### src/rtl/y86_cc_unit.sv
// Y86 condition-code register and jXX/cmovXX condition evaluator.
// Define CC_BYPASS_EN to forward a same-cycle CC write into the evaluation.
module y86_cc_unit #(
    parameter int WIDTH = 64
) (
    input  logic             clk,
    input  logic             rst,
    input  logic             alu_valid,
    input  logic [1:0]       alufun,
    input  logic [WIDTH-1:0] alu_a,
    input  logic [WIDTH-1:0] alu_b,
    input  logic [WIDTH-1:0] alu_y,
    input  logic             set_cc,
    input  logic             stat_ok,
    input  logic             cond_valid,
    input  logic [3:0]       ifun,
    output logic [2:0]       cc,
    output logic             cnd,
    output logic             cnd_valid,
    output logic             bad_ifun
);

    localparam logic [1:0] ALU_ADD = 2'd0;
    localparam logic [1:0] ALU_SUB = 2'd1;

    typedef struct packed {
        logic zf;
        logic sf;
        logic of;
    } flags_t;

    flags_t new_flags;
    flags_t ev_flags;
    logic   cc_we;
    logic   a_msb, b_msb, y_msb;
    logic   s_bit;
    logic   cnd_next;

    assign a_msb = alu_a[WIDTH-1];
    assign b_msb = alu_b[WIDTH-1];
    assign y_msb = alu_y[WIDTH-1];
    assign cc_we = alu_valid & set_cc & stat_ok;

    always_comb begin
        new_flags.zf = (alu_y == '0);
        new_flags.sf = y_msb;
        unique case (alufun)
            ALU_ADD: new_flags.of = (a_msb == b_msb) & (y_msb != a_msb);
            // Sub computes alu_b - alu_a, so overflow is judged against b.
            ALU_SUB: new_flags.of = (a_msb != b_msb) & (y_msb != b_msb);
            default: new_flags.of = 1'b0;
        endcase
    end

`ifdef CC_BYPASS_EN
    assign ev_flags = cc_we ? new_flags : flags_t'(cc);
`else
    assign ev_flags = flags_t'(cc);
`endif

    assign s_bit = ev_flags.sf ^ ev_flags.of;

    always_comb begin
        cnd_next = 1'b0;
        unique case (ifun)
            4'd0:    cnd_next = 1'b1;
            4'd1:    cnd_next = s_bit | ev_flags.zf;
            4'd2:    cnd_next = s_bit;
            4'd3:    cnd_next = ev_flags.zf;
            4'd4:    cnd_next = ~ev_flags.zf;
            4'd5:    cnd_next = ~s_bit;
            4'd6:    cnd_next = ~s_bit & ~ev_flags.zf;
            default: cnd_next = 1'b0;
        endcase
    end

    always_ff @(posedge clk) begin
        if (rst) begin
            cc        <= 3'b100;
            cnd       <= 1'b0;
            cnd_valid <= 1'b0;
            bad_ifun  <= 1'b0;
        end else begin
            if (cc_we)
                cc <= new_flags;
            cnd_valid <= cond_valid;
            if (cond_valid) begin
                cnd      <= cnd_next;
                bad_ifun <= (ifun > 4'd6);
            end
        end
    end

endmodule
### config.mk
export PLATFORM = sky130hd
export DESIGN_NAME = y86_cc_unit
export DESIGN_NICKNAME = d
export VERILOG_FILES = /design/src/rtl/y86_cc_unit.sv
export SDC_FILE = /design/constraint.sdc
export NUM_CORES = 1
export LEC_CHECK = 0
export CAP_MARGIN = 20
export CORE_AREA = 2 2 82 84
export CTS_BUF_LIST = sky130_fd_sc_hd__clkbuf_16
export DETAILED_ROUTE_END_ITERATION = 8
export DIE_AREA = 0 0 84 86
export DONT_BUFFER_PORTS = 1
export GPL_TIMING_DRIVEN = 0
export HOLD_SLACK_MARGIN = 0.15
export PLACE_DENSITY = 0.3
export SLEW_MARGIN = 10
export SYNTH_ARGS = -nofsm -noshare
export SYNTH_HDL_FRONTEND = slang
export SYNTH_SLANG_ARGS = --single-unit
### constraint.sdc
create_clock -name clk -period 2.8 [get_ports clk]
set_input_delay 0.28 -clock clk [delete_from_list [all_inputs] [get_ports clk]]
set_output_delay 0.28 -clock clk [all_outputs]
set_load 0.02 [all_outputs]
* Word-level counts from Yosys, hierarchy flattened
Index checks and enable logic that the tools add are counted.
** Storage, ports and cells
- Register bits :: 6
- Input bits :: 204
- Output and inout bits :: 6
- Logic and storage cells :: 30
** Cells by class
- Order comparisons :: 1
- Eq/ne operators :: 11
- Multiplexer cells :: 2
- Bitwise operators :: 9
- Reduce and logical (&&, ||, !) cells :: 3
** Operators by type and width (count)
- $logic_not A64 Y1 :: 1
- $eq A4 B3 Y1 const B :: 3
- $eq A4 B2 Y1 const B :: 2
- $pmux W1 S7 :: 1
- $and A1 B1 Y1 :: 5
- $eq A4 B1 Y1 const B :: 1
- $gt A4 B3 Y1 const B :: 1
- $logic_not A4 Y1 :: 1
- $ne A1 B1 Y1 :: 3
- $eq A2 B1 Y1 const B :: 1
- $logic_not A2 Y1 :: 1
- $not A1 Y1 :: 2
- $pmux W1 S2 :: 1
- $eq A1 B1 Y1 :: 1
- $or A1 B1 Y1 :: 1
- $xor A1 B1 Y1 :: 1

* Depth between registers and ports, before layout
Gate-level depths: netlist (run 1).
- Depth after elaboration :: 4
- Mapped depth :: 4
- Depth with buffers taken out :: 4

* Worst setup path before layout (run 1)
OpenSTA, ideal clock, no wires.
- Path type :: register to register
- From :: register cc[1]
- To :: register cnd
- Library setup time :: 0.101 ns
- Data arrival time :: 1.069 ns
- Data required time :: 2.699 ns
- Path slack :: 1.630 ns
- Cell stages (with the launch flop) :: 5
- Buffers on the path :: 0
- Period minus slack after synthesis :: 1.170 ns
- Cells stage by stage :: dfxtp_1 > xnor2_1 > mux2i_1 > nor2_1 > o41ai_1
** Between the ends
- Longest elaborated chain between the ends :: 4
- Elaborated cells between the ends (all ways) :: 5
- Those cells by class :: mux: 1; bitwise: 4
** RTL lines
- start: declaration :: RTL line 17 : output logic [2:0] cc,
- start signal: assignment :: RTL line 85 : cc <= new_flags;
- $xor A1 B1 Y1 (*) :: RTL line 61 : assign s_bit = ev_flags.sf ^ ev_flags.of;
- $not A1 Y1 :: RTL line 71, 72
- $and A1 B1 Y1 :: RTL line 72 : 4'd6: cnd_next = ~s_bit & ~ev_flags.zf;
- $pmux W1 S7 (*) :: RTL line 65 : unique case (ifun)
- end signal: assignment :: RTL line 88 : cnd <= cnd_next;
- end: declaration :: RTL line 18 : output logic cnd,
Every way passes the cells marked *; elsewhere a longest branch is shown, timed or not.
A chain may end at the register's enable or synchronous reset.

* Worst setup path after layout (run 1)
Ends and elaborated chain as after synthesis.

==> results of run 1 <==
[timing repair]
item | CTS | global route
hold buffers | 1 | 0
gates resized for setup | 0 | 0
hold endpoints to repair | 4 | 0
[layout make-up]
class                      count  area, um2  area share (%)
inverter                       1      3.754          0.5693
multi-input combinational     49      354.1           53.70
sequential                     6      120.1           18.22
tap                           77      96.34           14.61
clock buffer                   3      75.07           11.39
timing repair buffer           1      10.01           1.518
[cell usage in the layout, fill, tap and decap left out, types with 2 or more instances in the layout]
cell	instances
dfxtp_1	6
clkbuf_16	3
nor4_2	4
nand4_1	3
a21oi_1	2
nor2b_1	3
nor4_1	11
nor2_1	5
mux2i_1	3
nand2_1	2
a31oi_1	2
[layer usage]
metal / part of all wire [%] / global-route usage [%]
met1: 40 / 6.659
met2: 45 / 10.25
met3: 14 / 3.272
met4: 0.18 / 0.8798
met5: 0 / 0
[metrics by stage]
stage	hold slack, ns	area (um2)	power [mW]	cells
after detailed placement	0.3533	574.3	0.1233	133
after CTS	0.1533	659.4	0.3583	137
after global routing	0.1583	659.4	0.3703	137
final	0.1553	659.4	0.3531	137
after floorplan	0.3491	478.0	0.1185	56
after global placement	0.3537	574.3	0.1224	133
[power groups by stage]
stage | clock (mW) | sequential (mW) | combinational [mW]
3_5_place_dp | 0 | 0.100 | 0.0228
3_3_place_gp | 0 | 0.101 | 0.0217
5_1_grt | 0.243 | 0.0994 | 0.0279
2_1_floorplan | 0 | 0.0986 | 0.0199
6_report | 0.230 | 0.0987 | 0.0246
4_1_cts | 0.234 | 0.0992 | 0.0251
[cell families after synthesis]
kind of cell	synth area share, %
compound gates	9.685
xor+xnor	3.666
buf+inv	0.7846
flops	25.13
mux	6.283
simple gates	54.45
[registers in the layout, indices dropped and copies added, names as in the netlist]
register   count
cnd_valid      1
bad_ifun       1
cnd            1
cc             3
[how the worst max path moves through the flow]
stage          endpoint   from  slack [ns]
3_3_place_gp        cnd  cc[1]        1.48
6_report            cnd  cc[1]        1.40
4_1_cts             cnd  cc[1]        1.40
3_5_place_dp        cnd  cc[1]        1.42
2_1_floorplan       cnd  cc[1]        1.63
5_1_grt             cnd  cc[1]        1.29
==> qor.yml, run 1 <==
timing:
  rsz0062_at_grt: "false"
  max_freq_mhz: 712.7
  tightest_slew_ns: 0.3883
  layout_min_cycle_time_ns: 1.403
  period_share_pct: 50.11
  slew_headroom_pct: 74.08
  fin_ws_ns: 1.397
  setup_viol_count_final: 0
  skew_ns: 0.0009524
  hold_violations: 0
  setup_tns_ns: 0
  drv_slew: 0
die:
  io_pins: 210
  die_w_um: 84
  row_count: 29
  start_util_pct: 7.614
  die_h_um: 86
  die_area_um2: 7224
  core_area_um2: 6277
finish:
  fin_util_pct: 10.50
  area_growth_pct: 37.96
  layout-drive-gt1-share_pct: 18.33
  diodes: 0
  fin_nets: 266
  n_fill_cell: 730
detailed_routing:
  drt-initial-drc-count: 7
  dr.pass1.iters: 4
  drt_wl_total_mm: 2.211
  num_vias: 531
  antenna_left: 0
  drc: 0
  wl_per_cell_um: 16.14
  avgViaCountPerCell: 3.876
setup_path:
  timing.rr.start: "cc[1]"
  cp.required_ns: 2.92
  crit_cells: 4
  critPathSlowestCell: "dfxtp_1"
  end_kind: "register"
  critical_path_buf_inv_count: 0
  cp-start-kind: "register"
  critPathKind: "register to register"
  r2r_slack_ns: 1.40
  r2r_end: "cnd"
  arrival_ns: 1.53
  reg2reg_depth: 4
  critPathMaxStageDelay_ns: 0.52
  cp_max_fo: 3
  crit_family: "flip-flops"
  crit_chain: "xnor2_1 > mux2i_1 > nor2_1 > o41ai_1"
yosys:
  syn_area_um2: 478.0
  syn_area_per_cell_um2: 8.535
  yosysTopAreaCell: "dfxtp_1"
  synth-seq-cells: 6
  synth_warnings: 0
  ys.flop_type: "dfxtp_1"
  yosys.cell_count.top_type: "nor4_1"
  synthCells: 56
  yosysUniqueCellTypes: 25
  synth_edf_count: 0
  synth_common_cells: "11 x nor4_1, 6 x dfxtp_1, 5 x nor2_1"
  yosysSeqAreaShare_pct: 25.13
  async_reset_ff_share_pct: 0
  synth_top_area_share_pct: 25.13
  synth_nets: 260
  yosys-top-cells-area: "dfxtp_1 25%, nor4_1 14%, nor4_2 10%"
clock_network:
  clk_pin_slew_worst_paths_ns: 0.03
  cts_tree: "done"
  cts_root_buf: "clkbuf_16"
  cts_sinks: 6
  clockBufferDepth: 2
  clk_latency_ns: 0.22
  postCtsSetupBuffers: 0
  cts_buffers: 3
  h-tree-depth: 1
run:
  cap_violations: 0
place:
  gp_congestion: 0.6906
  port_buffers: 0
  place_hpwl_mm: 2.028
  pre_cts_ws_ns: 1.418
grt:
  grt_max_degree: 6
  antenna_found_initial: 0
  grt_pass1_vias: 621
  grt_overflow: 0
  grtUsageTotal_pct: 5.963
  grt_pass1_wl_mm: 3.077
power:
  p_int_mw: 0.2878
  seqPwrFrac_pct: 28.0
  cellLeakagePower_nw: 0.1764
  combPwrFrac_pct: 7.0
  p_clk_share_pct: 65.1
  ir_drop_mv: 0.2271
  p_sw_share_pct: 18.49
  pwr_density_cell_nw_per_um2: 535.5
  power.switching_mw: 0.06530
hold_path:
  min_to: "cnd"
  hold-path-cell-count: 1
  hold_class: "primary input to register"
  min_from: "rst"
status:
  outcome: "complete, no violations"
Note: power is estimated with default switching activity, not from simulation.
==> run 2, diff against run 1 <==
==> constraint.sdc (replaced) <==
create_clock -name clk -period 1.42 [get_ports clk]
set_input_delay 0.142 -clock clk [delete_from_list [all_inputs] [get_ports clk]]
set_output_delay 0.142 -clock clk [all_outputs]
set_load 0.02 [all_outputs]
==> run 2 against run 1 <==
- sequential share of layout area is 1.5 points lower
- die area did not move
- non-clock buffer count rose by 6
- critical endpoint is now cc[0]
- cell area grew 11%
- final cell count rose by 4.4%
- wire length increased by 1.2%
- clock power is 97% higher
- via count increased by 4.3%
- largest cell class unchanged
==> qor.yml, run 2 (synthesis results as in run 1) <==
detailed_routing:
  drc: 0
  antenna_left: 0
  dr.pass1.iters: 2
  drt-initial-drc-count: 9
  num_vias: 554
  avgViaCountPerCell: 3.874
  drt_wl_total_mm: 2.238
  wl_per_cell_um: 15.65
finish:
  diodes: 0
  fin_util_pct: 11.66
  final_cell_mix: "11 x nor4_1, 6 x dlygate4sd3_1, 5 x nor2_1"
  largest_reg_flops: 3
  layout-drive-gt1-share_pct: 21.21
  final_cells: 143
  area_growth_pct: 53.14
  fin_nets: 272
  regMostFlops: "cc"
  final_common_cell: "nor4_1"
place:
  gp_congestion: 0.6906
  port_buffers: 0
  numPlacedInstances: 133
  pre_cts_ws_ns: 0.03785
  place_hpwl_mm: 2.028
setup_path:
  r2r_slack_ns: 0.16
  r2r_end: "cc[0]"
  cp_max_fo: 3
  critPathSlowestCell: "dlygate4sd3_1"
  critPathKind: "register to register"
  reg2reg_depth: 3
  cp.required_ns: 1.58
  end_kind: "register"
  timing.rr.start: "cc[0]"
  arrival_ns: 1.42
  critPathMaxStageDelay_ns: 0.55
  crit_chain: "nand2_1 > a21oi_1 > dlygate4sd3_1"
  cp-start-kind: "register"
timing:
  fin_ws_ns: 0.1640
  rsz0062_at_grt: "false"
  drv_slew: 0
  hold_violations: 0
  holdWs_ns: 0.1499
  setup_tns_ns: 0
  layout_min_cycle_time_ns: 1.256
  setup_viol_count_final: 0
  max_freq_mhz: 796.2
  slew_headroom_pct: 74.06
  period_share_pct: 88.45
  skew_ns: 0.0009767
  tightest_slew_ns: 0.3886
grt:
  grtUsageTotal_pct: 5.943
  grt_pass1_wl_mm: 3.084
  grt_max_degree: 8
  antenna_found_initial: 0
  grt_overflow: 0
  grt_pass1_vias: 637
clock_network:
  clk_pin_slew_worst_paths_ns: 0.03
  h-tree-depth: 1
  clk_latency_ns: 0.22
  cts_buffers: 3
  cts_tree: "done"
  clockBufferDepth: 2
  cts_root_buf: "clkbuf_16"
  cts_sinks: 6
  postCtsSetupBuffers: 0
run:
  cap_violations: 0
hold_path:
  min_to: "bad_ifun"
  hold_class: "primary input to register"
  min_from: "ifun[0]"
  hold-path-cell-count: 2
power:
  ir_drop_mv: 0.4636
  pwr_density_cell_nw_per_um2: 971.9
  cellLeakagePower_nw: 0.2154
die:
  die_h_um: 86
  die_w_um: 84
  start_util_pct: 7.614
  io_pins: 210
  row_count: 29
  core_area_um2: 6277
  die_area_um2: 7224
status:
  outcome: "complete, no violations"
run 2: changes by cell type in the layout (fill, tap and decap cells not counted):
cell / delta
dlygate4sd3_1: +5
dlymetal6s4s_1: +1
xnor2_2: +1
dfxtp_1: -2
dfxtp_2: +2
xnor2_1: -1
run 2: worst max-delay path: cells and delay by family (launching register included):
kind            cells  cell delay [ns]
buf+inv             1             0.55
compound gates      1             0.13
simple gates        1             0.09
flops               1             0.43
run 2: layout make-up:
type                    count  area [um2]
flip-flops and latches      6       122.6
well taps                  77       96.34
repair buffers              7       72.57
multi-input cells          49       361.6
clock buffers               3       75.07
fillers                   725        5545
inverters                   1       3.754
run 2: how the worst max path moves through the flow:
stage | startpoint | endpoint | slack [ns] | depth (start not counted)
after floorplan | cc[1] | cnd | 0.25 | 4
after global placement | cc[1] | cnd | 0.1 | 4
after detailed placement | cc[1] | cnd | 0.04 | 4
after CTS | cc[1] | cnd | 0.02 | 4
after global routing | alu_a[63] | cc[0] | 0.09 | 5
final | cc[0] | cc[0] | 0.16 | 3
run 2: metrics by stage:
| stage | power [mW] | cell area, um2 |
|---|---|---|
| finish | 0.7114 | 732.0 |
| global route | 0.7467 | 732.0 |
| CTS | 0.7206 | 719.4 |
| detailed placement | 0.2431 | 574.3 |
| global placement | 0.2413 | 574.3 |
| floorplan | 0.2336 | 478.0 |
run 2: power breakdown:
group	internal, mW	switching [mW]
Sequential	0.178	0.0174
Combinational	0.0393	0.0248
Clock	0.361	0.0907
Total	0.578	0.133
run 2: what timing repair did:
item,4_1_cts,5_1_grt
setup endpoints to repair,0,2
hold endpoints to repair,6,0
gates resized for setup,0,4
hold buffers,7,0
run 2: layer usage:
metal / track usage, % / vias to the layer above / routed length (um)
met5: 0 / - / 0
met3: 3.465 / 0 / 332
met4: 0.8798 / 0 / 0
met1: 6.372 / 229 / 857
li1: - / 249 / -
met2: 10.40 / 76 / 1048
==> run 3, diff against run 2 <==
--- a/config.mk
+++ b/config.mk
@@ -7,14 +7,13 @@
 export LEC_CHECK = 0
 export CAP_MARGIN = 20
 export CORE_AREA = 2 2 82 84
-export CTS_BUF_LIST = sky130_fd_sc_hd__clkbuf_16
 export DETAILED_ROUTE_END_ITERATION = 8
 export DIE_AREA = 0 0 84 86
 export DONT_BUFFER_PORTS = 1
 export GPL_TIMING_DRIVEN = 0
 export HOLD_SLACK_MARGIN = 0.15
 export PLACE_DENSITY = 0.3
-export SLEW_MARGIN = 10
+export SLEW_MARGIN = 20
 export SYNTH_ARGS = -nofsm -noshare
 export SYNTH_HDL_FRONTEND = slang
 export SYNTH_SLANG_ARGS = --single-unit
==> run 3 against run 2 <==
- final cell count stayed put
- power is 28% lower
- non-clock buffer count stayed put
- sequential power hardly changed
- via count is 0.36% higher
- cell area is 4.6% lower
- critical path depth stayed put
- sequential share of layout area is 0.81 points higher
- combinational power hardly changed
==> qor.yml, run 3 (synthesis results as in run 1) <==
timing:
  layout_min_cycle_time_ns: 1.257
  rsz0062_at_grt: "false"
  slew_headroom_pct: 74.06
  setup_viol_count_final: 0
  max_freq_mhz: 795.9
  skew_ns: 0.002598
  setup_tns_ns: 0
  tightest_slew_ns: 0.3886
  drv_slew: 0
  holdWs_ns: 0.1539
  period_share_pct: 88.49
  hold_violations: 0
hold_path:
  hold-path-cell-count: 2
  min_from: "ifun[0]"
  hold_class: "primary input to register"
  min_to: "bad_ifun"
setup_path:
  reg2reg_depth: 3
  r2r_slack_ns: 0.16
  critPathKind: "register to register"
  arrival_ns: 1.41
  timing.rr.start: "cc[0]"
  crit_chain: "nand2_1 > a21oi_1 > dlygate4sd3_1"
  cp_max_fo: 3
  critPathLaunch: "cc[0]"
  r2r_end: "cc[0]"
  critical_path_buf_inv_count: 1
  cp.required_ns: 1.58
  critPathSlowestCell: "dlygate4sd3_1"
  critPathMaxStageDelay_ns: 0.55
  crit_cells: 3
  end_kind: "register"
  cp-start-kind: "register"
  crit_family: "buffers and inverters"
clock_network:
  cts_tree: "done"
  clk_latency_ns: 0.22
  cts_buffers: 3
  h-tree-depth: 1
  clk_pin_slew_worst_paths_ns: 0.04
  cts_sinks: 6
  clockBufferDepth: 2
  cts_root_buf: "clkbuf_8"
power:
  pwr_density_cell_nw_per_um2: 736.6
  cellLeakagePower_nw: 0.2000
  p_total_mw: 0.5143
  ir_drop_mv: 0.2710
place:
  gp_congestion: 0.6906
  port_buffers: 0
  place_hpwl_mm: 2.028
  numPlacedInstances: 133
finish:
  final_cell_mix: "11 x nor4_1, 6 x dlygate4sd3_1, 5 x nor2_1"
  layout-drive-gt1-share_pct: 21.21
  final_cells: 143
  regMostFlops: "cc"
  area_growth_pct: 46.07
  fin_nets: 272
  largest_reg_flops: 3
  final_common_cell: "nor4_1"
  diodes: 0
  regArea_um2: 122.6
  n_fill_cell: 728
  multi_input_comb_area_um2: 361.6
die:
  row_count: 29
  die_w_um: 84
  die_area_um2: 7224
  core_area_um2: 6277
  io_pins: 210
  die_h_um: 86
  start_util_pct: 7.614
detailed_routing:
  wl_per_cell_um: 15.66
  avgViaCountPerCell: 3.888
  drt_wl_total_mm: 2.239
  antenna_left: 0
  num_vias: 556
  drc: 0
  dr.pass1.iters: 2
  drt-initial-drc-count: 9
grt:
  grt_overflow: 0
  grt_max_degree: 8
  grt_pass1_wl_mm: 3.077
  grtUsageTotal_pct: 5.923
  antenna_found_initial: 0
  grt_pass1_vias: 641
run:
  cap_violations: 0
status:
  outcome: "complete, no violations"
-- run 3: cell types whose count changed in the layout (fill, tap and decap cells not counted) --
cell	before	now
clkbuf_16	3	0
clkbuf_8	0	3
-- run 3: through the flow --
step	setup WS, ns	util, %	cell area [um2]
6_report	0.1635	11.12	698.2
5_1_grt	0.08667	11.12	698.2
4_1_cts	0.02266	10.92	685.7
3_5_place_dp	0.03785	9.149	574.3
3_3_place_gp	0.09503	9.149	574.3
2_1_floorplan	0.2501	-	478.0
-- run 3: power breakdown --
part	switching [mW]	internal, mW	total [mW]
sequential	0.0174	0.178	0.195
combinational	0.0249	0.0393	0.0642
clock	0.0727	0.182	0.255
total	0.115	0.399	0.514
-- run 3: final cells by class --
type                    count  share of cell area (%)
repair buffers              7                   10.39
clock buffers               3                   5.914
inverters                   1                  0.5376
well taps                  77                   13.80
multi-input cells          49                   51.79
flip-flops and latches      6                   17.56
-- run 3: worst max path at each step --
stage / end / slack, ns
3_3_place_gp: cnd / 0.1
4_1_cts: cnd / 0.02
6_report: cc[0] / 0.16
3_5_place_dp: cnd / 0.04
2_1_floorplan: cnd / 0.25
5_1_grt: cc[0] / 0.09
-- run 3: what timing repair did --
action | CTS | global route
gates resized for setup | 0 | 4
endpoints found under the setup margin | 0 | 2
setup buffers | 0 | 0
hold buffers | 7 | 0
endpoints found under the hold margin | 6 | 0
-- run 3: routing by layer --
layer | share of wire, % | global-route usage, % | vias to the layer above
li1 | - | - | 249
met1 | 38 | 6.315 | 231
met2 | 47 | 10.40 | 76
met3 | 15 | 3.465 | 0
met4 | 0 | 0.8798 | 0
met5 | 0 | 0 | -
